===== src/rtl/muldiv_unit_if.sv =====
// ----------------------------------------------------------------------------
// muldiv_unit_if : start/busy/done handshake bundle for muldiv_unit
// Rev 1.0
// ----------------------------------------------------------------------------
`timescale 1ns/1ps
`default_nettype none

interface muldiv_unit_if #(
  parameter int XLEN = 32
) ();
  logic            start;
  logic            kill;
  logic [2:0]      funct3;
  logic [XLEN-1:0] a;
  logic [XLEN-1:0] b;
  logic            busy;
  logic            done;
  logic [XLEN-1:0] result;

  modport master (output start, kill, funct3, a, b, input busy, done, result);
  modport slave  (input start, kill, funct3, a, b, output busy, done, result);
endinterface

`default_nettype wire


===== src/rtl/muldiv_unit.sv =====
// ----------------------------------------------------------------------------
// muldiv_unit : iterative RV32M/RV64M multiply/divide, one bit per cycle
// Rev 1.0
// ----------------------------------------------------------------------------
`timescale 1ns/1ps
`default_nettype none

module muldiv_unit #(
  parameter int XLEN = 32
) (
  input  logic          clk,
  input  logic          reset_n,
  muldiv_unit_if.slave  bus
);

  localparam int             CW       = $clog2(XLEN);
  localparam logic [CW-1:0]  CNT_INIT = CW'(XLEN - 1);
  localparam logic [1:0]     IDLE     = 2'd0;
  localparam logic [1:0]     CALC     = 2'd1;
  localparam logic [1:0]     FIX      = 2'd2;
  localparam logic [1:0]     DONE     = 2'd3;

  logic [1:0]        r_state;
  logic [CW-1:0]     r_cnt;
  logic [2:0]        r_op;
  logic              r_neg;
  logic              r_rem_neg;
  logic              r_fast;
  logic [2*XLEN-1:0] r_acc;
  logic [XLEN-1:0]   r_mcand;
  logic [XLEN-1:0]   r_result;

  // Operand decode at acceptance
  logic            w_a_signed, w_b_signed, w_sa, w_sb;
  logic [XLEN-1:0] w_amag, w_bmag;
  logic            w_b_zero, w_ovf, w_fast;
  logic [XLEN-1:0] w_fast_res;

  assign w_a_signed = (bus.funct3 == 3'b001) || (bus.funct3 == 3'b010) ||
                      (bus.funct3 == 3'b100) || (bus.funct3 == 3'b110);
  assign w_b_signed = (bus.funct3 == 3'b001) || (bus.funct3 == 3'b100) ||
                      (bus.funct3 == 3'b110);
  assign w_sa       = w_a_signed & bus.a[XLEN-1];
  assign w_sb       = w_b_signed & bus.b[XLEN-1];
  assign w_amag     = w_sa ? -bus.a : bus.a;
  assign w_bmag     = w_sb ? -bus.b : bus.b;
  assign w_b_zero   = (bus.b == '0);
  assign w_ovf      = bus.funct3[2] & ~bus.funct3[0] &
                      (bus.a == {1'b1, {(XLEN-1){1'b0}}}) & (&bus.b);
  assign w_fast     = bus.funct3[2] & (w_b_zero | w_ovf);
  assign w_fast_res = w_b_zero ? (bus.funct3[1] ? bus.a : '1)
                               : (bus.funct3[1] ? '0 : bus.a);

  // Shift-add multiply step: multiplier sits in the low half and drains right
  logic [XLEN:0]     w_sum;
  logic [2*XLEN-1:0] w_mul_next;
  assign w_sum      = {1'b0, r_acc[2*XLEN-1:XLEN]} + {1'b0, r_mcand};
  assign w_mul_next = r_acc[0] ? {w_sum, r_acc[XLEN-1:1]}
                               : {1'b0, r_acc[2*XLEN-1:1]};

  // Restoring divide step: remainder in the high half, quotient shifts in low
  logic [XLEN:0]     w_shift;
  logic              w_geq;
  logic [XLEN-1:0]   w_diff;
  logic [2*XLEN-1:0] w_div_next;
  assign w_shift    = r_acc[2*XLEN-1:XLEN-1];
  assign w_geq      = (w_shift >= {1'b0, r_mcand});
  assign w_diff     = w_shift[XLEN-1:0] - r_mcand;
  assign w_div_next = {(w_geq ? w_diff : w_shift[XLEN-1:0]), r_acc[XLEN-2:0], w_geq};

  // Sign correction and result selection
  logic [2*XLEN-1:0] w_prod;
  logic [XLEN-1:0]   w_q, w_r, w_quo, w_rem, w_fix_res;
  assign w_prod = r_neg ? -r_acc : r_acc;
  assign w_q    = r_acc[XLEN-1:0];
  assign w_r    = r_acc[2*XLEN-1:XLEN];
  assign w_quo  = r_neg ? -w_q : w_q;
  assign w_rem  = r_rem_neg ? -w_r : w_r;

  always_comb begin
    w_fix_res = '0;
    if (r_fast)
      w_fix_res = r_acc[XLEN-1:0];
    else if (!r_op[2])
      w_fix_res = (r_op[1:0] == 2'b00) ? w_prod[XLEN-1:0] : w_prod[2*XLEN-1:XLEN];
    else
      w_fix_res = r_op[1] ? w_rem : w_quo;
  end

  always_ff @(posedge clk or negedge reset_n) begin
    if (!reset_n) begin
      r_state   <= IDLE;
      r_cnt     <= '0;
      r_op      <= '0;
      r_neg     <= 1'b0;
      r_rem_neg <= 1'b0;
      r_fast    <= 1'b0;
      r_acc     <= '0;
      r_mcand   <= '0;
      r_result  <= '0;
    end else if (bus.kill) begin
      r_state <= IDLE;
    end else begin
      case (r_state)
        IDLE: begin
          if (bus.start) begin
            r_op      <= bus.funct3;
            r_neg     <= w_sa ^ w_sb;
            r_rem_neg <= w_sa;
            r_fast    <= w_fast;
            r_cnt     <= CNT_INIT;
            // Fast results park in FIX for one cycle so done lands at E1
            if (w_fast) begin
              r_acc   <= {{XLEN{1'b0}}, w_fast_res};
              r_state <= FIX;
            end else begin
              r_acc   <= {{XLEN{1'b0}}, (bus.funct3[2] ? w_amag : w_bmag)};
              r_mcand <= bus.funct3[2] ? w_bmag : w_amag;
              r_state <= CALC;
            end
          end
        end
        CALC: begin
          r_acc <= r_op[2] ? w_div_next : w_mul_next;
          if (r_cnt == '0)
            r_state <= FIX;
          else
            r_cnt <= r_cnt - CW'(1);
        end
        FIX: begin
          r_result <= w_fix_res;
          r_state  <= DONE;
        end
        DONE:    r_state <= IDLE;
        default: r_state <= IDLE;
      endcase
    end
  end

  assign bus.busy   = (r_state != IDLE);
  assign bus.done   = (r_state == DONE);
  assign bus.result = r_result;

endmodule

`default_nettype wire

===== src/flat_wrapper.sv =====
// flat-port wrapper written by rule: the top's interface ports become plain ports
module muldiv_unit_flat 
#(
  parameter int XLEN = 32
)
  (clk, reset_n, bus_start, bus_kill, bus_funct3, bus_a, bus_b, bus_busy, bus_done, bus_result);
  muldiv_unit_if #(.XLEN(XLEN)) bus_i ();
  input  logic clk;
  input  logic reset_n;
  input wire logic [$bits(bus_i.start)-1:0] bus_start;
  input wire logic [$bits(bus_i.kill)-1:0] bus_kill;
  input wire logic [$bits(bus_i.funct3)-1:0] bus_funct3;
  input wire logic [$bits(bus_i.a)-1:0] bus_a;
  input wire logic [$bits(bus_i.b)-1:0] bus_b;
  output wire logic [$bits(bus_i.busy)-1:0] bus_busy;
  output wire logic [$bits(bus_i.done)-1:0] bus_done;
  output wire logic [$bits(bus_i.result)-1:0] bus_result;
  assign bus_i.start = bus_start;
  assign bus_i.kill = bus_kill;
  assign bus_i.funct3 = bus_funct3;
  assign bus_i.a = bus_a;
  assign bus_i.b = bus_b;
  assign bus_busy = bus_i.busy;
  assign bus_done = bus_i.done;
  assign bus_result = bus_i.result;
  muldiv_unit #(.XLEN(XLEN)) u_core (.clk(clk), .reset_n(reset_n), .bus(bus_i));
endmodule

===== config.mk =====
export PLATFORM = sky130hd
export DESIGN_NAME = muldiv_unit_flat
export DESIGN_NICKNAME = d
export VERILOG_FILES = /design/src/rtl/muldiv_unit_if.sv /design/src/rtl/muldiv_unit.sv /design/src/flat_wrapper.sv
export SDC_FILE = /design/constraint.sdc
export NUM_CORES = 1
export LEC_CHECK = 0
export CAP_MARGIN = 30
export CORE_UTILIZATION = 56
export CTS_CLUSTER_SIZE = 16
export DETAILED_ROUTE_END_ITERATION = 8
export PLACE_DENSITY = 0.83
export SLEW_MARGIN = 0
export SYNTH_ARGS = -nofsm -noshare
export SYNTH_HDL_FRONTEND = slang
export SYNTH_SLANG_ARGS = --single-unit

===== constraint.sdc =====
create_clock -name clk -period 3.3 [get_ports clk]
set_input_delay 0.33 -clock clk [delete_from_list [all_inputs] [get_ports clk]]
set_output_delay 0.33 -clock clk [all_outputs]
set_load 0.01 [all_outputs]

## Yosys cells after proc, flatten, opt, wreduce, memory -nomap -nowiden

Index checks and enable logic that the tools add are counted.

- Input bits: 71
- Word-level logic and storage cells: 87
- Output and inout port bits: 34
- Flip-flop bits (word level): 141

- Reductions and logical operators: 18
- Bitwise gates (word level): 11
- Equality and inequality tests: 12
- Magnitude comparators: 1
- Mux-type cells: 28
- Add/subtract/negate cells: 8

Operators with widths:

| operator | count |
|---|---|
| 2-to-1 mux 32 bit | 15 |
| 2-to-1 mux 64 bit | 4 |
| negation 32 bit | 4 |
| one-hot mux 64 bit (2 select lines) | 1 |
| negation 64 bit | 1 |
| adder 32 x 32 -> 33 bit | 1 |
| >= comparator 33 x 32 -> 1 bit | 1 |
| == test 32 bit (second input constant) | 1 |
| zero test 32 bit | 1 |
| AND reduction 32 bit | 1 |
| subtractor 32 bit | 1 |
| 2-to-1 mux 5 bit | 2 |
| one-hot mux 5 bit (2 select lines) | 1 |
| 2-to-1 mux 2 bit | 4 |
| one-hot mux 2 bit (4 select lines) | 1 |
| AND reduction 4 bit | 2 |
| AND 1 bit | 6 |
| == test 3 bit (second input constant) | 2 |
| AND reduction 3 bit | 2 |
| zero test 5 bit | 1 |
| logical OR 1 bit | 5 |
| subtractor 5 x 1 -> 5 bit (second input constant) | 1 |
| == test 2 bit (second input constant) | 2 |
| zero test 2 bit | 2 |
| other kinds (11) | 16 |

## Longest topological paths before layout

- Depth after elaboration: 10
- Gate-level depth with buffers: 14
- Gate-level depth less buffers: 13

## Worst setup path before layout

No wires, ideal clock.

- Path kind: register to register
- Start point: reg u_core.r_acc[31]
- End point: reg u_core.r_acc[62]
- Period minus slack after synthesis: 3.085 ns
- Setup slack: 0.215 ns
- Data required time: 3.218 ns
- Arrival time: 3.003 ns
- Buffers on the path: 0
- Library setup time: 0.082 ns
- Stages on the path, launching flop included: 14
- Path through: dfrtp_1 inv_1 ha_1 inv_1 fa_1 a211oi_1 o21ai_0 a31oi_1 nor4_1 nor3_1 o311ai_0 nand3_1 or3b_2 a31oi_1

- Cells in the longest elaborated chain, start to end: 4
- Elaborated cells between the ends (all ways): 5
- Those cells by class: add/sub (1); order compare (1); mux (3)

RTL lines:

| element | line | text |
|---|---|---|
| from (decl) | muldiv_unit.sv:29 | `logic [2*XLEN-1:0] r_acc;` |
| from (signal assigned) | muldiv_unit.sv:114 | `r_acc <= {{XLEN{1'b0}}, w_fast_res};` |
| from (signal assigned) | muldiv_unit.sv:117 | `r_acc <= {{XLEN{1'b0}}, (bus.funct3[2] ? w_amag : w_bmag)};` |
| from (signal assigned) | muldiv_unit.sv:124 | `r_acc <= r_op[2] ? w_div_next : w_mul_next;` |
| subtractor 32 bit / >= comparator 33 x 32 -> 1 bit (equally long branches) | muldiv_unit.sv:68, muldiv_unit.sv:67 |  |
| 2-to-1 mux 32 bit * | muldiv_unit.sv:69 | `assign w_div_next = {(w_geq ? w_diff : w_shift[XLEN-1:0]), r_acc[XLEN-2:0], w_geq};` |
| 2-to-1 mux 64 bit * | muldiv_unit.sv:124 |  |
| one-hot mux 64 bit (2 select lines) * | muldiv_unit.sv:104 | `case (r_state)` |

Mark *: on every way between the ends. The rest lies on a longest branch, timed or not.
A chain may end at the register's enable or synchronous reset.

## Worst setup path after layout

- Start point: reg u_core.r_acc[33]
- End point: reg u_core.r_acc[50]

- Cells in the longest elaborated chain, start to end: 4
- Elaborated cells between the ends (all ways): 7
- Those cells by class: add/sub (2); order compare (1); mux (4)

RTL lines:

| element | line | text |
|---|---|---|
| adder 32 x 32 -> 33 bit, or another cell as far along | muldiv_unit.sv:57 | `assign w_sum = {1'b0, r_acc[2*XLEN-1:XLEN]} + {1'b0, r_mcand};` |
| 2-to-1 mux 64 bit / 2-to-1 mux 32 bit (equally long branches) | muldiv_unit.sv:58, muldiv_unit.sv:69 |  |
| 2-to-1 mux 64 bit * | muldiv_unit.sv:124 |  |
| one-hot mux 64 bit (2 select lines) * | muldiv_unit.sv:104 |  |

Marked as above.

==> summary.log <==
INFO  detailed_routing wl_per_cell=24.2um
INFO  pwr            share_seq_of_total_power=15.6%
INFO  worst_hold_path worstHoldPathType=primary input to async pin
INFO  synthesis      synth_seq_cells=141
INFO  worst_setup_path crit_arrival=3.60ns
INFO  placement      portBuffers=104
INFO  clock_network  cts_max_level=4
INFO  timing         finalCriticalPeriod=3.26ns
INFO  finish         antenna_cells=0
INFO  pwr            power_frac_clock=8.6%
INFO  synthesis      synth-seq-area-share=22.3%
INFO  synthesis      synth_top_area_share=22.3%
INFO  timing         hold_violations=0
INFO  floorplanning  start_util=56.8%
INFO  worst_setup_path timing.critical_path.required=3.65ns
INFO  clock_network  cts_root_buf=sky130_fd_sc_hd__clkbuf_16
INFO  clock_network  cts_tree=built
INFO  placement      gp_routability_congestion=1.11
INFO  detailed_routing detailedRoute.firstIterationViolations=2,397
INFO  global_route   gr-usage-all-layers=45.5%
INFO  synthesis      syn_inst=2,078
INFO  synthesis      synthTopCellsByCount=224 x sky130_fd_sc_hd__a21oi_1, 216 x sky130_fd_sc_hd__o21ai_0, 206 x sky130_fd_sc_hd__nand2_1
INFO  timing         setup_viol=0
INFO  timing         finalCritPeriodShare=98.7%
INFO  pwr            combPwrFrac=75.8%
INFO  pwr            p_per_area=1150nW/um^2
INFO  worst_setup_path timing.critical_path.from_type=flop
INFO  detailed_routing antenna_left=0
INFO  synthesis      cell_type_with_the_highest_aggregate_area_in_the_netlist=sky130_fd_sc_hd__dfrtp_1
INFO  timing         fmax=307MHz
INFO  flow_run       timing.max_cap.violations=0
INFO  pwr            post_layout_power=22.6mW
INFO  floorplanning  coreArea=27,800um^2
INFO  clock_network  clkSlewWorstSetupHoldPaths=0.07ns
INFO  synthesis      synth_flop_cell=sky130_fd_sc_hd__dfrtp_1
INFO  synthesis      postSynthAreaPerCell=7.60um^2
INFO  synthesis      synth_edf_count=0
INFO  synthesis      syn_area=15,800um^2
INFO  clock_network  max-clock-path-buffers=2
INFO  clock_network  cts_buffers=17
INFO  global_route   vias_in_the_first_global_route=17,200
INFO  outcome        run_status=completed
INFO  worst_setup_path setup.worst_path.class=flop to flop
INFO  finish         non_filler_instance_count_after_layout=2,735
INFO  floorplanning  pin_count=105
INFO  synthesis      synth_most_common_cell=sky130_fd_sc_hd__a21oi_1
INFO  worst_setup_path critPathCaptureType=flop
INFO  finish         final_layout_size_suffix_gt1_share=18.8%
INFO  detailed_routing num_vias=18,300
INFO  finish         syn_to_final_growth=24.6%
INFO  timing         number_of_max_slew_violations_in_the_final_report=0
INFO  detailed_routing drtPass1Iterations=8
INFO  global_route   globalRouteOverflowTotal=0
INFO  detailed_routing route.final.wire_length=66,300um
INFO  clock_network  worstSkewPairLatency=0.45ns
INFO  synthesis      synth.yosys.warnings=0
INFO  detailed_routing routed_vias_inst=6.68
INFO  placement      placed_cells=2,694
INFO  finish         layout.nets=2,492
INFO  synthesis      asyncSetResetFlopFracSynth=100%
INFO  synthesis      mappedNetlistNets=2,226
INFO  synthesis      netlist_top_cells_area=sky130_fd_sc_hd__dfrtp_1 22%, sky130_fd_sc_hd__a21oi_1 7.1%, sky130_fd_sc_hd__o21ai_0 6.8%
INFO  pwr            switching_share=52.2%
INFO  global_route   grt_start_max_net_pins=102
INFO  pwr            cellInternalPower=10.8mW
INFO  floorplanning  die_width=170um
INFO  pwr            irDropWorstVdd=0.519mV
INFO  synthesis      synth_cell_types=93
INFO  timing         worst_slew_pin_slew=0.932ns
INFO  pwr            cellLeakagePower=8.59nW
INFO  floorplanning  num_rows=61
INFO  pwr            p_switching=11.8mW
INFO  clock_network  cts.sinks=141
INFO  worst_setup_path r2r_slack=0.04ns
INFO  timing         rsz0062_at_grt=true
INFO  timing         timing.clock.skew=0.0152ns
INFO  global_route   antenna_found_initial=0
INFO  worst_setup_path crit_path_max_fanout=5
INFO  detailed_routing detail_route.drc_violations=0
INFO  floorplanning  design.die.area=28,900um^2
INFO  placement      place.detailed.hpwl=51,700um
INFO  timing         max-slew-margin-rel=37.9%
INFO  global_route   grt_first_pass_wirelength=99,500um
INFO  floorplanning  chip_height=170um
## repair_timing
item	4_1_cts	5_1_grt
endpoints found under the setup margin	6	30
gates cloned	0	1
resized for setup	10	45
hold buffers	1	0
pin swaps	1	13
setup buffers	0	7
hold endpoints to repair	70	0
## layout by cell type (no fill, tap or decap), types with 11 or more instances in the layout
master                            synthesis  routed
sky130_fd_sc_hd__and3_1                  20      19
sky130_fd_sc_hd__or2_2                   12      12
sky130_fd_sc_hd__inv_1                   70      70
sky130_fd_sc_hd__clkbuf_16                0      18
sky130_fd_sc_hd__o41ai_1                 15      15
sky130_fd_sc_hd__buf_4                    6     290
sky130_fd_sc_hd__o31ai_1                 27      24
sky130_fd_sc_hd__nand2b_1                20      18
sky130_fd_sc_hd__mux2_2                  19      19
sky130_fd_sc_hd__clkdlybuf4s50_1          0     102
sky130_fd_sc_hd__xnor2_1                 94      94
sky130_fd_sc_hd__nor3_1                  40      37
sky130_fd_sc_hd__nor2b_1                 22      21
sky130_fd_sc_hd__nand3_1                 39      38
sky130_fd_sc_hd__nand2_1                206     206
sky130_fd_sc_hd__nand4_1                 19      19
sky130_fd_sc_hd__a211oi_1                15      13
sky130_fd_sc_hd__a21oi_1                224     221
sky130_fd_sc_hd__a32o_1                  19      19
sky130_fd_sc_hd__xor2_1                  93      93
sky130_fd_sc_hd__o21ai_0                216     212
sky130_fd_sc_hd__a211o_1                 11      11
sky130_fd_sc_hd__dfrtp_1                141     133
sky130_fd_sc_hd__o211ai_1                27      27
sky130_fd_sc_hd__o21bai_1                11      11
sky130_fd_sc_hd__nor4_1                  19      14
sky130_fd_sc_hd__a31oi_1                 35      33
sky130_fd_sc_hd__o221ai_1                18      18
sky130_fd_sc_hd__a21o_1                  23      22
sky130_fd_sc_hd__or3_1                   25      23
sky130_fd_sc_hd__nor2_1                 135     135
sky130_fd_sc_hd__ha_1                    75      70
sky130_fd_sc_hd__mux2i_1                 57      57
sky130_fd_sc_hd__a22o_1                  14      14
sky130_fd_sc_hd__o21a_1                  15      15
## worst max-delay path, cell delays in order (launching register included)
cell	delay, ns
sky130_fd_sc_hd__dfrtp_1	0.43
sky130_fd_sc_hd__buf_4	0.16
sky130_fd_sc_hd__ha_1	0.28
sky130_fd_sc_hd__a21oi_1	0.11
sky130_fd_sc_hd__nand4b_1	0.24
sky130_fd_sc_hd__a31o_2	0.27
sky130_fd_sc_hd__a21oi_1	0.22
sky130_fd_sc_hd__a21o_2	0.26
sky130_fd_sc_hd__a21oi_1	0.11
sky130_fd_sc_hd__and4b_1	0.20
sky130_fd_sc_hd__or4b_2	0.62
sky130_fd_sc_hd__a32o_1	0.26
## layer usage
metal / vias to the layer above / track usage (%) / routed length, um
li1: 8135 / - / -
met2: 1270 / 71.0 / 29000
met5: - / 0 / 0
met1: 8570 / 56.2 / 25600
met4: 0 / 30.2 / 4750
met3: 284 / 10.5 / 6960
## power groups by stage
| stage | registers [mW] | clock network (mW) | logic [mW] |
|---|---|---|---|
| after floorplan | 3.15 | 0 | 10.4 |
| after global placement | 3.44 | 0 | 15.5 |
| after detailed placement | 3.49 | 0 | 15.8 |
| after CTS | 3.47 | 1.94 | 16.0 |
| after global routing | 3.58 | 2.00 | 18.2 |
| final | 3.53 | 1.95 | 17.1 |
## cells by family after synthesis
kind of cell,Yosys count,share of synthesized area (%)
AOI/OAI and AO/OA,736,28.9
and+or+nand+nor,629,20.2
buffers and inverters,230,6.89
xor gates and xnor gates,187,10.4
DFF,141,22.3
muxes,78,5.13
adders and majority gates,77,6.20
## flip-flops by register name, indices dropped and copies added (netlist names)
name and flops:
u_core.bus.result 32, u_core.r_acc 64, u_core.r_cnt 5, u_core.r_fast 1, u_core.r_mcand 32, u_core.r_neg 1, u_core.r_op 3, u_core.r_rem_neg 1
u_core.r_state 2
## per-stage QoR
stage / setup WS [ns] / cell area (um^2) / util, % / TNS [ns] / hold WS [ns]
2_1_floorplan: 0.215 / 15800 / - / 0 / 0.0344
3_3_place_gp: -0.127 / 18800 / 67.6 / -0.610 / 0.379
3_5_place_dp: -0.146 / 18800 / 67.6 / -1.43 / 0.392
4_1_cts: 0.00263 / 19400 / 69.8 / 0 / 0.481
5_1_grt: -0.0235 / 19700 / 70.8 / -0.0392 / 0.508
6_report: 0.0435 / 19700 / 70.8 / 0 / 0.437
## worst paths after layout
check / start / end / depth (start not counted)
max: u_core.r_acc[33] / u_core.r_acc[50] / 11
min: reset_n / u_core.r_cnt[3] / 2
max reg2reg: u_core.r_acc[33] / u_core.r_acc[50] / 11
min reg2reg: u_core.bus.result[8] / u_core.bus.result[8] / 2
max in group asynchronous: reset_n / u_core.bus.result[10] / 3
min in group clk: u_core.bus.result[8] / u_core.bus.result[8] / 2
## area by class of cell
| type | instances | area [um^2] |
|---|---|---|
| tap | 378 | 473 |
| inverter | 72 | 270 |
| sequential | 141 | 3540 |
| timing repair buffer | 405 | 3430 |
| clock buffer | 17 | 425 |
| clock inverter | 15 | 136 |
| fill | 2312 | 8100 |
| multi-input combinational | 1707 | 11400 |
No activity file was read; power rests on OpenSTA's default activity.
